--- config.mk ---
export PLATFORM = sky130hd
export DESIGN_NAME = nibble_serial_sub
export DESIGN_NICKNAME = d
export VERILOG_FILES = /design/src/rtl/arith_pkg.sv /design/src/rtl/nibble_serial_sub_sub4.sv /design/src/rtl/nibble_serial_sub.sv
export SDC_FILE = /design/constraint.sdc
export NUM_CORES = 1
export LEC_CHECK = 0
export CAP_MARGIN = 20
export CORE_MARGIN = 2
export CORE_UTILIZATION = 40
export DETAILED_ROUTE_END_ITERATION = 6
export GPL_TIMING_DRIVEN = 0
export PLACE_DENSITY = 0.75
export SETUP_SLACK_MARGIN = 0.4
export SYNTH_ARGS = -nofsm -noshare
export SYNTH_HDL_FRONTEND = slang
export SYNTH_HIERARCHICAL = 1
export SYNTH_SLANG_ARGS = --single-unit
--- constraint.sdc ---
create_clock -name clk -period 7.5 [get_ports clk]
set_input_delay 0.75 -clock clk [delete_from_list [all_inputs] [get_ports clk]]
set_output_delay 0.75 -clock clk [all_outputs]
set_load 0.01 [all_outputs]
--- src/rtl/arith_pkg.sv ---
// Shared arithmetic-unit types and helpers.
// Used by the serial subtractor and its nibble slice.
package arith_pkg;

  typedef enum logic [1:0] {
    IDLE = 2'd0,
    RUN  = 2'd1,
    DONE = 2'd2
  } sub_state_t;

  localparam int NIB = 4;

  function automatic int nib_count(input int width);
    return width / 4;
  endfunction

endpackage

--- src/rtl/nibble_serial_sub_sub4.sv ---
// Combinational 4-bit borrow-ripple slice.
// Four full-subtractor cells chained LSB to MSB.
module sub4 (
  input  logic [3:0] a,
  input  logic [3:0] b,
  input  logic       bin,
  output logic [3:0] d,
  output logic       bout
);

  logic [4:0] br;

  assign br[0] = bin;

  for (genvar i = 0; i < 4; i++) begin : g_cell
    assign d[i]    = a[i] ^ b[i] ^ br[i];
    assign br[i+1] = (~a[i] & b[i])
                   | (~(a[i] ^ b[i]) & br[i]);
  end

  assign bout = br[4];

endmodule

--- src/rtl/nibble_serial_sub.sv ---
// Serial subtractor: z = x - y - bi, one nibble
// per clock, LSB first, through one sub4 slice.
module nibble_serial_sub
  import arith_pkg::*;
#(
  parameter int WIDTH = 16,
  parameter int NIB   = 4
) (
  input  logic             clk,
  input  logic             rst_n,
  input  logic             start,
  input  logic [WIDTH-1:0] x,
  input  logic [WIDTH-1:0] y,
  input  logic             bi,
  output logic [WIDTH-1:0] z,
  output logic             bo,
  output logic             ovf,
  output logic             busy,
  output logic             done
);

  localparam int NN = nib_count(WIDTH);
  localparam int CW = (NN > 1) ? $clog2(NN) : 1;
  localparam int BW = $clog2(WIDTH);
  localparam logic [CW-1:0] LAST = CW'(NN - 1);

  sub_state_t state, state_nxt;

  logic [CW-1:0]    k;
  logic [WIDTH-1:0] xr, yr, work, work_nxt;
  logic             b;
  logic [BW-1:0]    base;
  logic [NIB-1:0]   s_a, s_b, s_d;
  logic             s_bout;
  logic             accept, step, fin;

  always_ff @(posedge clk) begin
    if (!rst_n) state <= IDLE;
    else        state <= state_nxt;
  end

  always_comb begin
    state_nxt = state;
    accept    = 1'b0;
    step      = 1'b0;
    fin       = 1'b0;
    unique case (state)
      IDLE: begin
        if (start) begin
          accept    = 1'b1;
          state_nxt = RUN;
        end
      end
      RUN: begin
        step = 1'b1;
        if (k == LAST) begin
          fin       = 1'b1;
          state_nxt = DONE;
        end
      end
      DONE: begin
        accept    = start;
        state_nxt = start ? RUN : IDLE;
      end
      default: state_nxt = IDLE;
    endcase
  end

  assign base = BW'({k, 2'b00});
  assign s_a  = xr[base +: NIB];
  assign s_b  = yr[base +: NIB];

  sub4 u_sub4 (
    .a    (s_a),
    .b    (s_b),
    .bin  (b),
    .d    (s_d),
    .bout (s_bout)
  );

  always_comb begin
    work_nxt = work;
    work_nxt[base +: NIB] = s_d;
  end

  always_ff @(posedge clk) begin
    if (!rst_n) begin
      k    <= '0;
      b    <= 1'b0;
      xr   <= '0;
      yr   <= '0;
      work <= '0;
      z    <= '0;
      bo   <= 1'b0;
      ovf  <= 1'b0;
    end else if (accept) begin
      xr <= x;
      yr <= y;
      b  <= bi;
      k  <= '0;
    end else if (step) begin
      work <= work_nxt;
      b    <= s_bout;
      k    <= fin ? '0 : k + 1'b1;
      // Only the final slice publishes, so z never shows partials.
      if (fin) begin
        z   <= work_nxt;
        bo  <= s_bout;
        ovf <= (xr[WIDTH-1] ^ yr[WIDTH-1])
             & (work_nxt[WIDTH-1] ^ xr[WIDTH-1]);
      end
    end
  end

  assign busy = (state == RUN);
  assign done = (state == DONE);

endmodule

==> summary by stage <==
Floorplan
The total area inside the core boundary comes to 7770 um^2. In this run the core area contains 32 standard-cell rows. The width of the chip is 93.7 um.

The boundary pin count is 56. The floorplan step defined a die boundary enclosing 8770 um^2. The die span in y is 93.7 um. Once the floorplan was initialized, standard cells occupied 41.4% of the core.

Synthesis
After synthesis, the share of cell area in mux cells is 6.03%. By area the synthesized netlist is led by sky130_fd_sc_hd__dfxtp_1 (44%), sky130_fd_sc_hd__nand2_1 (7.8%), sky130_fd_sc_hd__a21oi_1 (7.8%), sky130_fd_sc_hd__a21boi_1 (7.0%), sky130_fd_sc_hd__mux4_2 (4.9%). The number of storage elements in the synthesis netlist is 71. The largest total area in the synthesized netlist belongs to sky130_fd_sc_hd__dfxtp_1. The part of the Yosys area used for sequential elements is 44.2%.

The netlist area before placement is 3220 um^2. The top cell type by area accounts for 44.2% of the synthesized area. Yosys printed 6 warnings. By area, the combinational part of the netlist is dominated by compound AO/OA/AOI/OAI gates.

The share of synthesized cell area in full adder, half adder and majority cells is 4.82%. After Yosys synthesis, XOR and XNOR cells account for 0% of the synthesized area. The complex-gate fraction of the synthesized area is 22.1%.

The number of nets handed over by synthesis was 397. The post-synthesis instance total is 351. The number of different library cells used by synthesis comes to 35. After synthesis, the mean cell area works out to 9.16 um^2. After Yosys synthesis, and, or, nand and nor cells account for 16.5% of the synthesized area.

Timing
For the finished layout, the period the worst path requires is 3.82 ns. Derived from the worst setup path, the maximum achievable clock frequency is 262 MHz. Setup slack on the critical path of the routed design comes to 3.68 ns. Setup total negative slack on the finished layout was measured at 0 ns. The count of pins over their slew limit was 0. The number of hold violations in the final report was 0.

Setup violations remaining at the end of the flow were counted as 0. The worst max-slew margin expressed relative to the limit is 72.3%. After layout, the worst path uses 51.0% of the clock period. At the pin with the least slew margin, the transition time is 0.416 ns. The worst clock skew is 0.00689 ns.

Setup repair after global routing left no endpoint under its margin.

Power
The maximum resistive drop on vdd is 0.113 mV. For this design the ratio of total power to cell area is 208 nW/um^2. The leakage power of the design is 1.57 nW. The total power draw is 848 uW.

GRT
The global-route wire length before repair is 13000 um. Global routing used 19.2% of the available tracks across all layers. The number of antenna violations at the first check in global routing is 0.

The largest net degree at the start of global routing is 14. The number of global-route vias before repair was 2725. The overall overflow remaining after global route is 0.

CTS
TritonCTS built the clock tree. In this run, CTS created clock tree buffers numbering 9. In this run the number of H-tree levels came out at 3. For the worst-skew pair, the clock arrives at the later sink with an insertion delay of 0.36 ns.

The cell sitting at the root of the clock tree is a sky130_fd_sc_hd__clkbuf_8. The post-CTS setup-driven buffer insertion count is 0. The clock sink total is 71. The post-cts repair resize count is 0. Counting along the longest clock path gives a buffer depth of 2. Buffers inserted to repair hold after CTS numbered 0. The clock transition at the registers of the reported paths is 0.08 ns.

Finish
Cells with a size suffix above 1 make up 10.9% of the layout. In the layout the commonest cells are sky130_fd_sc_hd__dfxtp_1 (71), sky130_fd_sc_hd__nand2_1 (67), sky130_fd_sc_hd__clkdlybuf4s50_1 (54), sky130_fd_sc_hd__a21oi_1 (50), sky130_fd_sc_hd__a21boi_1 (30). Relative to the synthesized area, the layout overhead comes to 26.9%. The final layout net count is 462. The filler cells instantiated in the layout total 739. The number of antenna diodes is 0. The non-filler instance count after layout is 523.

Leaving out fill and tap cells, the most frequent cell in the layout is sky130_fd_sc_hd__dfxtp_1.

Hold path
The startpoint identified for the worst hold timing path is yr[1]. The worst hold path was traced through 2 stages. The path with the worst hold slack has its endpoint at yr[1]. The worst min-delay path class is flip-flop to flip-flop.

Place
The number of instances in the placed design is 507. OpenSTA, run right after detailed placement, puts the worst setup slack at 3.73 ns. Once detailed placement completed, the half-perimeter wirelength came to 5520 um. The global placement routability congestion is 0.861. The number of buffer cells added on primary ports is 54.

Worst setup path
Measured in cells, the most critical reg-to-reg path has a length of 12. The worst register-to-register path ends at ovf. The cell with the largest stage delay on the worst path is sky130_fd_sc_hd__dfxtp_1. Among the stages of the critical path, the cell type that occurs most often is sky130_fd_sc_hd__fa_1. STA classifies the critical path startpoint as a flip-flop. The data arrival time of the critical path is 4.08 ns.

The required time of the critical path is 7.75 ns. In this run the register-to-register setup slack is 3.68 ns. On the worst path, the slowest cell contributes a delay of 0.57 ns.

The element type at the critical path end is a flip-flop. The maximum net fanout on the critical path is 10. Walking the worst path, the cells encountered are buf_6, mux4_2, inv_1, fa_1, inv_1, fa_1, fa_1, inv_1, fa_1, nor4bb_4, a221o_1, o21ba_1. The startpoint-to-endpoint class of the critical path is flip-flop to flip-flop.

The worst register-to-register path begins at k[0].

Routing
Across all layers, the routed design uses 2679 vias. In this run, the number of DRC markers left after iteration 0 of detailed routing was 144. The count of unresolved DRC violations after routing is 0. The number of antenna-violating nets in the routed design is 0. The first-pass iteration count of the detailed router is 4. Dividing the detail-routed wire length by the instance count gives 14.8 um. The via count normalized by instance count is 5.12. The post-detailed-routing wire length is 7740 um.

Run status
The run finished with clean final reports.

Flow run
The number of violations of the max-capacitance limit is 0.
## Yosys cell counts, drive strengths merged
cell     instances
a2111oi          1
a21boi          33
a21oi           50
a221o            1
a22oi            1
and2             2
and2b            2
and3b            2
and4b            1
and4bb           3
buf             17
clkbuf           7
dfxtp           71
fa               4
ha               6
inv             14
mux2i            1
mux4             8
nand2           67
nand2b           2
nand3            1
nand3b           2
nor2b           18
nor4bb           1
o21ai           34
o21ba            1
or3              1
## cell type report
type / count / area, um^2 / area share, %
sequential: 71 / 1420 / 34.8
inverter: 14 / 52.6 / 1.29
buffer: 24 / 151 / 3.71
tap: 102 / 128 / 3.13
clock buffer: 9 / 124 / 3.04
clock inverter: 7 / 72.6 / 1.78
multi-input combinational: 242 / 1590 / 39.0
timing repair buffer: 54 / 541 / 13.2
## worst max-delay path by stage
stage | from | endpoint | cells past startpoint
CTS | k[0] | ovf | 12
global route | k[0] | ovf | 12
detailed placement | k[0] | ovf | 12
finish | k[0] | ovf | 12
global placement | k[0] | ovf | 12
floorplan | k[0] | ovf | 12
## layer usage
metal / up-vias / GRT usage (%) / routed length, um
met1: 1260 / 23.3 / 3470
met4: 0 / 9.18 / 185
met2: 68 / 32.5 / 3700
met3: 16 / 4.01 / 390
li1: 1335 / - / -
met5: - / 0 / 0
## logic make-up after synthesis
group | after synthesis
buffers and inverters | 38
multiplexers | 9
flip-flops | 71
AO/OA/AOI/OAI | 121
AND/OR/NAND/NOR | 102
adder cells (fa/ha/maj) | 10
## through the flow
stage | utilization [%] | hold WS, ns | area (um^2)
floorplan | - | 0.430 | 3220
global placement | 50.0 | 0.437 | 3880
detailed placement | 50.0 | 0.445 | 3880
CTS | 52.5 | 0.457 | 4080
global route | 52.5 | 0.477 | 4080
finish | 52.5 | 0.454 | 4080
## registers in the layout, indices dropped and copies added (netlist names)
signal,cells
work,16
z,16
bo,1
k,2
xr,16
yr,16
state,2
ovf,1
b,1
## where the power goes
group	switching, mW	total, mW	leakage, nW	internal, mW
logic	0.0701	0.133	0.891	0.0630
clock network	0.154	0.308	0.0956	0.154
registers	0.0111	0.407	0.580	0.396
total	0.235	0.848	1.57	0.613
## worst max-delay path: cells and delay by family, from the launching register on
kind	cells	cell delay, ns
flip-flops	1	0.57
AO/OA/AOI/OAI	2	0.51
buffers and inverters	4	0.46
adder cells (fa/ha/maj)	4	1.45
multiplexers	1	0.51
AND/OR/NAND/NOR	1	0.23
Note: power is estimated with default switching activity, not from simulation.
